### src/rtl/vga_sync_monitor_pkg.sv
// Shared 640x480@60 timing defaults, FSM state encoding and counter helpers
// for the VGA sync monitor.
package vga_sync_monitor_pkg;

  localparam int H_TOTAL_DEF     = 800;
  localparam int H_SYNC_DEF      = 96;
  localparam int H_ACT_START_DEF = 144;
  localparam int H_ACT_END_DEF   = 784;
  localparam int V_TOTAL_DEF     = 521;
  localparam int V_SYNC_DEF      = 2;
  localparam int V_ACT_START_DEF = 31;
  localparam int V_ACT_END_DEF   = 511;
  localparam int LOCK_FRAMES_DEF = 2;

  localparam logic [9:0] CNT_MAX = 10'd1023;

  typedef enum logic [1:0] {
    SEARCH  = 2'd0,
    MEASURE = 2'd1,
    LOCKED  = 2'd2
  } state_t;

  // Counters stick at full scale so an overrun still reads as a bad length.
  function automatic logic [9:0] sat_inc(input logic [9:0] v);
    return (v == CNT_MAX) ? v : v + 10'd1;
  endfunction

endpackage

### src/rtl/vga_edge_sampler.sv
// Tick-qualified previous-sample registers and sync edge strobes.
// Define VGA_SYNC_MONITOR_SYNC_EN to add a 2-flop synchronizer on all inputs.
module vga_edge_sampler (
  input  logic clk,
  input  logic rst_n,
  input  logic pix_en,
  input  logic hsync_in,
  input  logic vsync_in,
  output logic tick,
  output logic h_fall,
  output logic h_rise,
  output logic v_fall,
  output logic v_rise
);

  logic pix_s;
  logic hs_s;
  logic vs_s;
  logic hs_prev;
  logic vs_prev;

`ifdef VGA_SYNC_MONITOR_SYNC_EN
  logic [1:0] pix_sync;
  logic [1:0] hs_sync;
  logic [1:0] vs_sync;

  // Syncs idle high, so the synchronizer resets to the idle level.
  always_ff @(posedge clk or negedge rst_n) begin
    if (!rst_n) begin
      pix_sync <= 2'b00;
      hs_sync  <= 2'b11;
      vs_sync  <= 2'b11;
    end else begin
      pix_sync <= {pix_sync[0], pix_en};
      hs_sync  <= {hs_sync[0], hsync_in};
      vs_sync  <= {vs_sync[0], vsync_in};
    end
  end

  assign pix_s = pix_sync[1];
  assign hs_s  = hs_sync[1];
  assign vs_s  = vs_sync[1];
`else
  assign pix_s = pix_en;
  assign hs_s  = hsync_in;
  assign vs_s  = vsync_in;
`endif

  always_ff @(posedge clk or negedge rst_n) begin
    if (!rst_n) begin
      hs_prev <= 1'b1;
      vs_prev <= 1'b1;
    end else if (pix_s) begin
      hs_prev <= hs_s;
      vs_prev <= vs_s;
    end
  end

  assign tick   = pix_s;
  assign h_fall = pix_s &  hs_prev & ~hs_s;
  assign h_rise = pix_s & ~hs_prev &  hs_s;
  assign v_fall = pix_s &  vs_prev & ~vs_s;
  assign v_rise = pix_s & ~vs_prev &  vs_s;

endmodule

### src/rtl/vga_sync_monitor.sv
// Measures incoming VGA sync timing, locks after LOCK_FRAMES clean frames and
// reports active-pixel coordinates. Optional input sync: VGA_SYNC_MONITOR_SYNC_EN.
module vga_sync_monitor
  import vga_sync_monitor_pkg::*;
#(
  parameter int H_TOTAL     = H_TOTAL_DEF,
  parameter int H_SYNC      = H_SYNC_DEF,
  parameter int H_ACT_START = H_ACT_START_DEF,
  parameter int H_ACT_END   = H_ACT_END_DEF,
  parameter int V_TOTAL     = V_TOTAL_DEF,
  parameter int V_SYNC      = V_SYNC_DEF,
  parameter int V_ACT_START = V_ACT_START_DEF,
  parameter int V_ACT_END   = V_ACT_END_DEF,
  parameter int LOCK_FRAMES = LOCK_FRAMES_DEF
) (
  input  logic       clk,
  input  logic       rst_n,
  input  logic       pix_en,
  input  logic       hsync_in,
  input  logic       vsync_in,
  output logic       locked,
  output logic [9:0] x,
  output logic [9:0] y,
  output logic       in_active,
  output logic       frame_start,
  output logic       err,
  output logic [7:0] err_count,
  output state_t     state_dbg
);

  localparam logic [10:0] H_TOTAL_L   = 11'(H_TOTAL);
  localparam logic [9:0]  H_SYNC_L    = 10'(H_SYNC);
  localparam logic [9:0]  H_ACT_S_L   = 10'(H_ACT_START);
  localparam logic [9:0]  H_ACT_E_L   = 10'(H_ACT_END);
  localparam logic [10:0] V_TOTAL_L   = 11'(V_TOTAL);
  localparam logic [9:0]  V_SYNC_L    = 10'(V_SYNC);
  localparam logic [9:0]  V_ACT_S_L   = 10'(V_ACT_START);
  localparam logic [9:0]  V_ACT_E_L   = 10'(V_ACT_END);
  localparam logic [7:0]  LOCK_L      = 8'(LOCK_FRAMES);

  logic tick, h_fall, h_rise, v_fall, v_rise;

  vga_edge_sampler u_sampler (
    .clk      (clk),
    .rst_n    (rst_n),
    .pix_en   (pix_en),
    .hsync_in (hsync_in),
    .vsync_in (vsync_in),
    .tick     (tick),
    .h_fall   (h_fall),
    .h_rise   (h_rise),
    .v_fall   (v_fall),
    .v_rise   (v_rise)
  );

  state_t     state, state_nxt;
  logic [9:0] h_cnt, h_cnt_nxt;
  logic [9:0] v_cnt, v_cnt_nxt;
  logic [7:0] good_cnt, good_nxt;
  logic       frame_bad, bad_nxt;
  logic       viol, err_nxt;
  logic       act_nxt;
  logic [9:0] x_nxt, y_nxt;

  // Widths are checked against the counter value that this tick produces,
  // so a rise on the first high tick reports exactly the number of low ticks.
  always_comb begin
    h_cnt_nxt = h_cnt;
    v_cnt_nxt = v_cnt;
    viol      = 1'b0;
    if (tick) begin
      h_cnt_nxt = h_fall ? 10'd0 : sat_inc(h_cnt);
      if (v_fall)      v_cnt_nxt = 10'd0;
      else if (h_fall) v_cnt_nxt = sat_inc(v_cnt);
      viol = (h_fall && (({1'b0, h_cnt} + 11'd1) != H_TOTAL_L)) ||
             (h_rise && (h_cnt_nxt != H_SYNC_L)) ||
             (v_fall && (({1'b0, v_cnt} + 11'd1) != V_TOTAL_L)) ||
             (v_rise && (v_cnt_nxt != V_SYNC_L));
    end
  end

  always_comb begin
    state_nxt = state;
    good_nxt  = good_cnt;
    bad_nxt   = frame_bad;
    err_nxt   = 1'b0;
    unique case (state)
      SEARCH: begin
        if (v_fall) begin
          state_nxt = MEASURE;
          good_nxt  = 8'd0;
          bad_nxt   = 1'b0;
        end
      end
      MEASURE, LOCKED: begin
        if (viol) begin
          err_nxt   = 1'b1;
          state_nxt = MEASURE;
          good_nxt  = 8'd0;
          // A violation on the frame boundary still leaves the new frame clean.
          bad_nxt   = ~v_fall;
        end else if (v_fall) begin
          bad_nxt = 1'b0;
          if (state == MEASURE && !frame_bad) begin
            good_nxt = good_cnt + 8'd1;
            if (good_cnt + 8'd1 >= LOCK_L) state_nxt = LOCKED;
          end
        end
      end
      default: state_nxt = SEARCH;
    endcase
  end

  always_comb begin
    act_nxt = (h_cnt_nxt >= H_ACT_S_L) && (h_cnt_nxt < H_ACT_E_L) &&
              (v_cnt_nxt >= V_ACT_S_L) && (v_cnt_nxt < V_ACT_E_L);
    x_nxt   = act_nxt ? h_cnt_nxt - H_ACT_S_L : 10'd0;
    y_nxt   = act_nxt ? v_cnt_nxt - V_ACT_S_L : 10'd0;
  end

  always_ff @(posedge clk or negedge rst_n) begin
    if (!rst_n) begin
      state       <= SEARCH;
      h_cnt       <= 10'd0;
      v_cnt       <= 10'd0;
      good_cnt    <= 8'd0;
      frame_bad   <= 1'b0;
      locked      <= 1'b0;
      x           <= 10'd0;
      y           <= 10'd0;
      in_active   <= 1'b0;
      frame_start <= 1'b0;
      err         <= 1'b0;
      err_count   <= 8'd0;
    end else begin
      state       <= state_nxt;
      h_cnt       <= h_cnt_nxt;
      v_cnt       <= v_cnt_nxt;
      good_cnt    <= good_nxt;
      frame_bad   <= bad_nxt;
      locked      <= (state_nxt == LOCKED);
      frame_start <= v_fall;
      err         <= err_nxt;
      if (err_nxt && err_count != 8'hFF) err_count <= err_count + 8'd1;
      if (tick) begin
        in_active <= act_nxt;
        x         <= x_nxt;
        y         <= y_nxt;
      end
    end
  end

  assign state_dbg = state;

endmodule

### config.mk
export PLATFORM = sky130hd
export DESIGN_NAME = vga_sync_monitor
export DESIGN_NICKNAME = d
export VERILOG_FILES = /design/src/rtl/vga_sync_monitor_pkg.sv /design/src/rtl/vga_edge_sampler.sv /design/src/rtl/vga_sync_monitor.sv
export SDC_FILE = /design/constraint.sdc
export NUM_CORES = 1
export LEC_CHECK = 0
export BUFFER_PORTS_ARGS = -buffer_cell sky130_fd_sc_hd__buf_2
export CAP_MARGIN = 20
export CELL_PAD_IN_SITES_DETAIL_PLACEMENT = 0
export CELL_PAD_IN_SITES_GLOBAL_PLACEMENT = 1
export CORE_ASPECT_RATIO = 1.25
export CORE_MARGIN = 8
export CORE_UTILIZATION = 34
export DETAILED_ROUTE_END_ITERATION = 10
export GPL_TIMING_DRIVEN = 0
export PLACE_DENSITY_LB_ADDON = 0.1
export SLEW_MARGIN = 40
export SYNTH_ARGS = -nofsm -noshare
export SYNTH_HDL_FRONTEND = slang
export SYNTH_SLANG_ARGS = --single-unit
### constraint.sdc
create_clock -name clk -period 3.21 [get_ports clk]
set_input_delay 0.642 -clock clk [delete_from_list [all_inputs] [get_ports clk]]
set_output_delay 0.642 -clock clk [all_outputs]
set_load 0.05 [all_outputs]
==> reports/qor.yml <==
outcome: "finished with violations"
violations: "negative setup slack"
crit_path_start_kind: "flip-flop"
grt_antenna_before_repair: 0
wire_per_inst_um: 18.12
cts_tree: "yes"
drv_slew: 0
fin_crit_ns: 3.318
async_flop_share_pct: 100.0
crit_end: "y[6]"
h-tree-depth: 3
dp_hpwl_um: 8730
fmax_mhz: 301.4
clock_skew_ns: 0.006844
syn_nets: 466
ant_nets: 0
power.density_nw_per_um2: 518.2
yosysWarnings: 0
p_comb_share_pct: 34.5
drtPass1Iterations: 4
reg2reg_depth: 14
num_vias: 3806
netSwitchingPower_mw: 1.089
dieArea_um2: 16460
cp_num_buf_inv: 5
setup_ws_ns: -0.1081
synth_top_cell_area_share_pct: 36.83
drc_errors: 0
gr-usage-all-layers_pct: 15.35
setup_violations: 21
crit_chain: "buf_8, nand4_1, buf_4, or3_2, buf_6, a31oi_4, inv_2, ha_2, and2b_2, o41a_1, o31a_1, or3_4, clkbuf_16, o2bb2ai_2"
synth.distinct_cells: 82
synth.avg_cell_area_um2: 9.533
io_pins: 39
p_clk_share_pct: 32.4
clkTransAtPathRegs_ns: 0.06
drtIter0Drc: 171
synth_edf_count: 0
cts_buffers: 9
ys_top_cells_by_area: "dfrtp_1 (37%), o2bb2ai_1 (3.9%), ha_1 (3.5%), xor2_1 (3.3%), nand2_1 (2.7%)"
area_growth_pct: 36.54
critPathRequiredTime_ns: 3.46
grt_pass1_wl_um: 19680
ir_drop_v: 0.0004086
synth.ff_latch_count: 65
cp_slowest_cell: "or3_4"
gr-total-overflow: 0
port_buffers: 37
crit_arrival_ns: 3.57
synth_flop_cell: "dfrtp_1"
internal-power_mw: 1.939
cp_max_fo: 10
place.gp.congestion: 0.8088
drive_above_1_share_pct: 36.82
fillerInstances: 1202
clock-sinks: 65
grt_max_degree: 34
placed_cell_area_um2: 4716
endpoint_kind: "flip-flop"
tightest_slew_ns: 0.8972
ys_seq_area_share_pct: 38.06
synth_area_um2: 4280
path_delay_family: "simple AND/OR/NAND/NOR gates"
cp.depth: 14
yosysTopAreaCell: "dfrtp_1"
dieWidth_um: 116.4
cap_violations: 0
cts-root-buf: "clkbuf_16"
grt_setup_unrepaired: "yes"
syn_inst: 449
wirelength_um: 12740
r2r-start: "h_cnt[6]"
p_leak_nw: 2.610
r2r_end: "y[6]"
die_h_um: 141.4
critPathKind: "reg -> reg"
design_area_um2: 5844
netSwitchingFraction_pct: 35.97
multi_input_area_um2: 2820
regArea_um2: 1635
n_antenna_cell: 0
startpoint: "h_cnt[6]"
coreArea_um2: 12490
num_rows: 46
rrSetupSlack_ns: -0.11
clock_latency_ns: 0.33
seqPwrFrac_pct: 33.1
layout_commonest_cell: "dfrtp_1"
slew_headroom_pct: 39.99
hold_viol: 0
fin_crit_sh_pct: 103.4
grt_pass1_vias: 3713
final_nets: 547
hp-class: "in -> async"
dp_slack_ns: -0.6254
start_util_pct: 34.27
viasPerCell: 5.414
layout_common_cells: "dfrtp_1 (58), buf_2 (41), buf_4 (36)"
max_stage_delay_ns: 0.48
clockBufferDepth: 2
how the worst min path moves through the flow:
| stage | start | depth (start not counted) | endpoint | slack [ns] |
|---|---|---|---|---|
| finish | rst_n | 1 | err_count[3] | 0.20 |
| global route | rst_n | 1 | err_count[3] | 0.21 |
| CTS | rst_n | 1 | x[0] | 0.20 |
| detailed placement | x[0] | 1 | x[0] | 0.47 |
| global placement | x[3] | 1 | x[3] | 0.47 |
| floorplan | rst_n | 0 | err | 0.35 |
repair_timing:
action	4_1_cts	5_1_grt
setup endpoints to repair	41	37
gates cloned	0	2
pin swaps	15	31
gates resized for setup	36	61
hold endpoints to repair	0	0
hold buffers	0	0
buffers inserted	17	16
through the flow:
step	power, mW	instances	hold slack, ns	setup TNS, ns	utilization [%]
2_1_floorplan	1.604	449	0.3464	0	-
3_3_place_gp	1.825	654	0.4685	-21.09	37.55
3_5_place_dp	1.832	655	0.4718	-20.30	37.76
4_1_cts	2.946	688	0.1995	-0.4812	42.44
5_1_grt	3.199	703	0.2134	-3.549	46.79
6_report	3.029	703	0.1986	-1.713	46.79
power groups by stage:
| stage | Sequential, mW | Clock [mW] | Combinational (mW) |
|---|---|---|---|
| floorplan | 1.12 | 0 | 0.489 |
| global placement | 1.01 | 0 | 0.812 |
| detailed placement | 1.01 | 0 | 0.818 |
| CTS | 1.00 | 1.02 | 0.920 |
| global route | 1.02 | 1.05 | 1.14 |
| finish | 1.00 | 0.983 | 1.04 |
state kept, by name, indices dropped and copies added, names as in the netlist, 2 cells and up:
name / cells
v_cnt: 10
y: 10
x: 10
h_cnt: 10
state_dbg: 2
err_count: 8
good_cnt: 8
cell usage after synthesis (6+ instances only):
master	n
nor4_1	6
nand2b_1	7
ha_1	12
dfrtp_1	63
nor3_1	12
buf_2	10
nand4_1	9
nand3_1	17
mux2i_1	8
nor2_1	18
xnor2_1	11
o2bb2ai_1	19
a21oi_1	21
xor2_1	16
and3_1	7
o21ai_0	13
a31oi_1	12
clkbuf_1	7
inv_1	25
nand2_1	31
layout make-up:
cell class | instances | area share, %
flip-flops and latches | 65 | 27.98
clock buffers | 11 | 4.153
well taps | 168 | 3.597
plain buffers | 30 | 4.753
multi-input cells | 326 | 48.26
clock inverters | 5 | 0.9420
repair buffers | 73 | 8.713
inverters | 25 | 1.606
metal layers:
layer	track usage [%]	vias up	share of wire, %
met5	0	-	0
met1	19.77	1877	45
met3	2.637	23	2.9
li1	-	1841	-
met4	5.886	0	2.2
met2	24.88	65	50
cell families (layout without fill, tap and decap cells):
group	count (synthesis)	after routing	synth area share, %
buf+inv	58	144	7.863
compound gates	124	124	21.98
simple gates	150	150	19.88
flops	65	65	38.06
fa+ha+maj	12	12	3.508
mux	13	13	3.186
xor+xnor	27	27	5.525
Note: power is estimated with default switching activity, not from simulation.
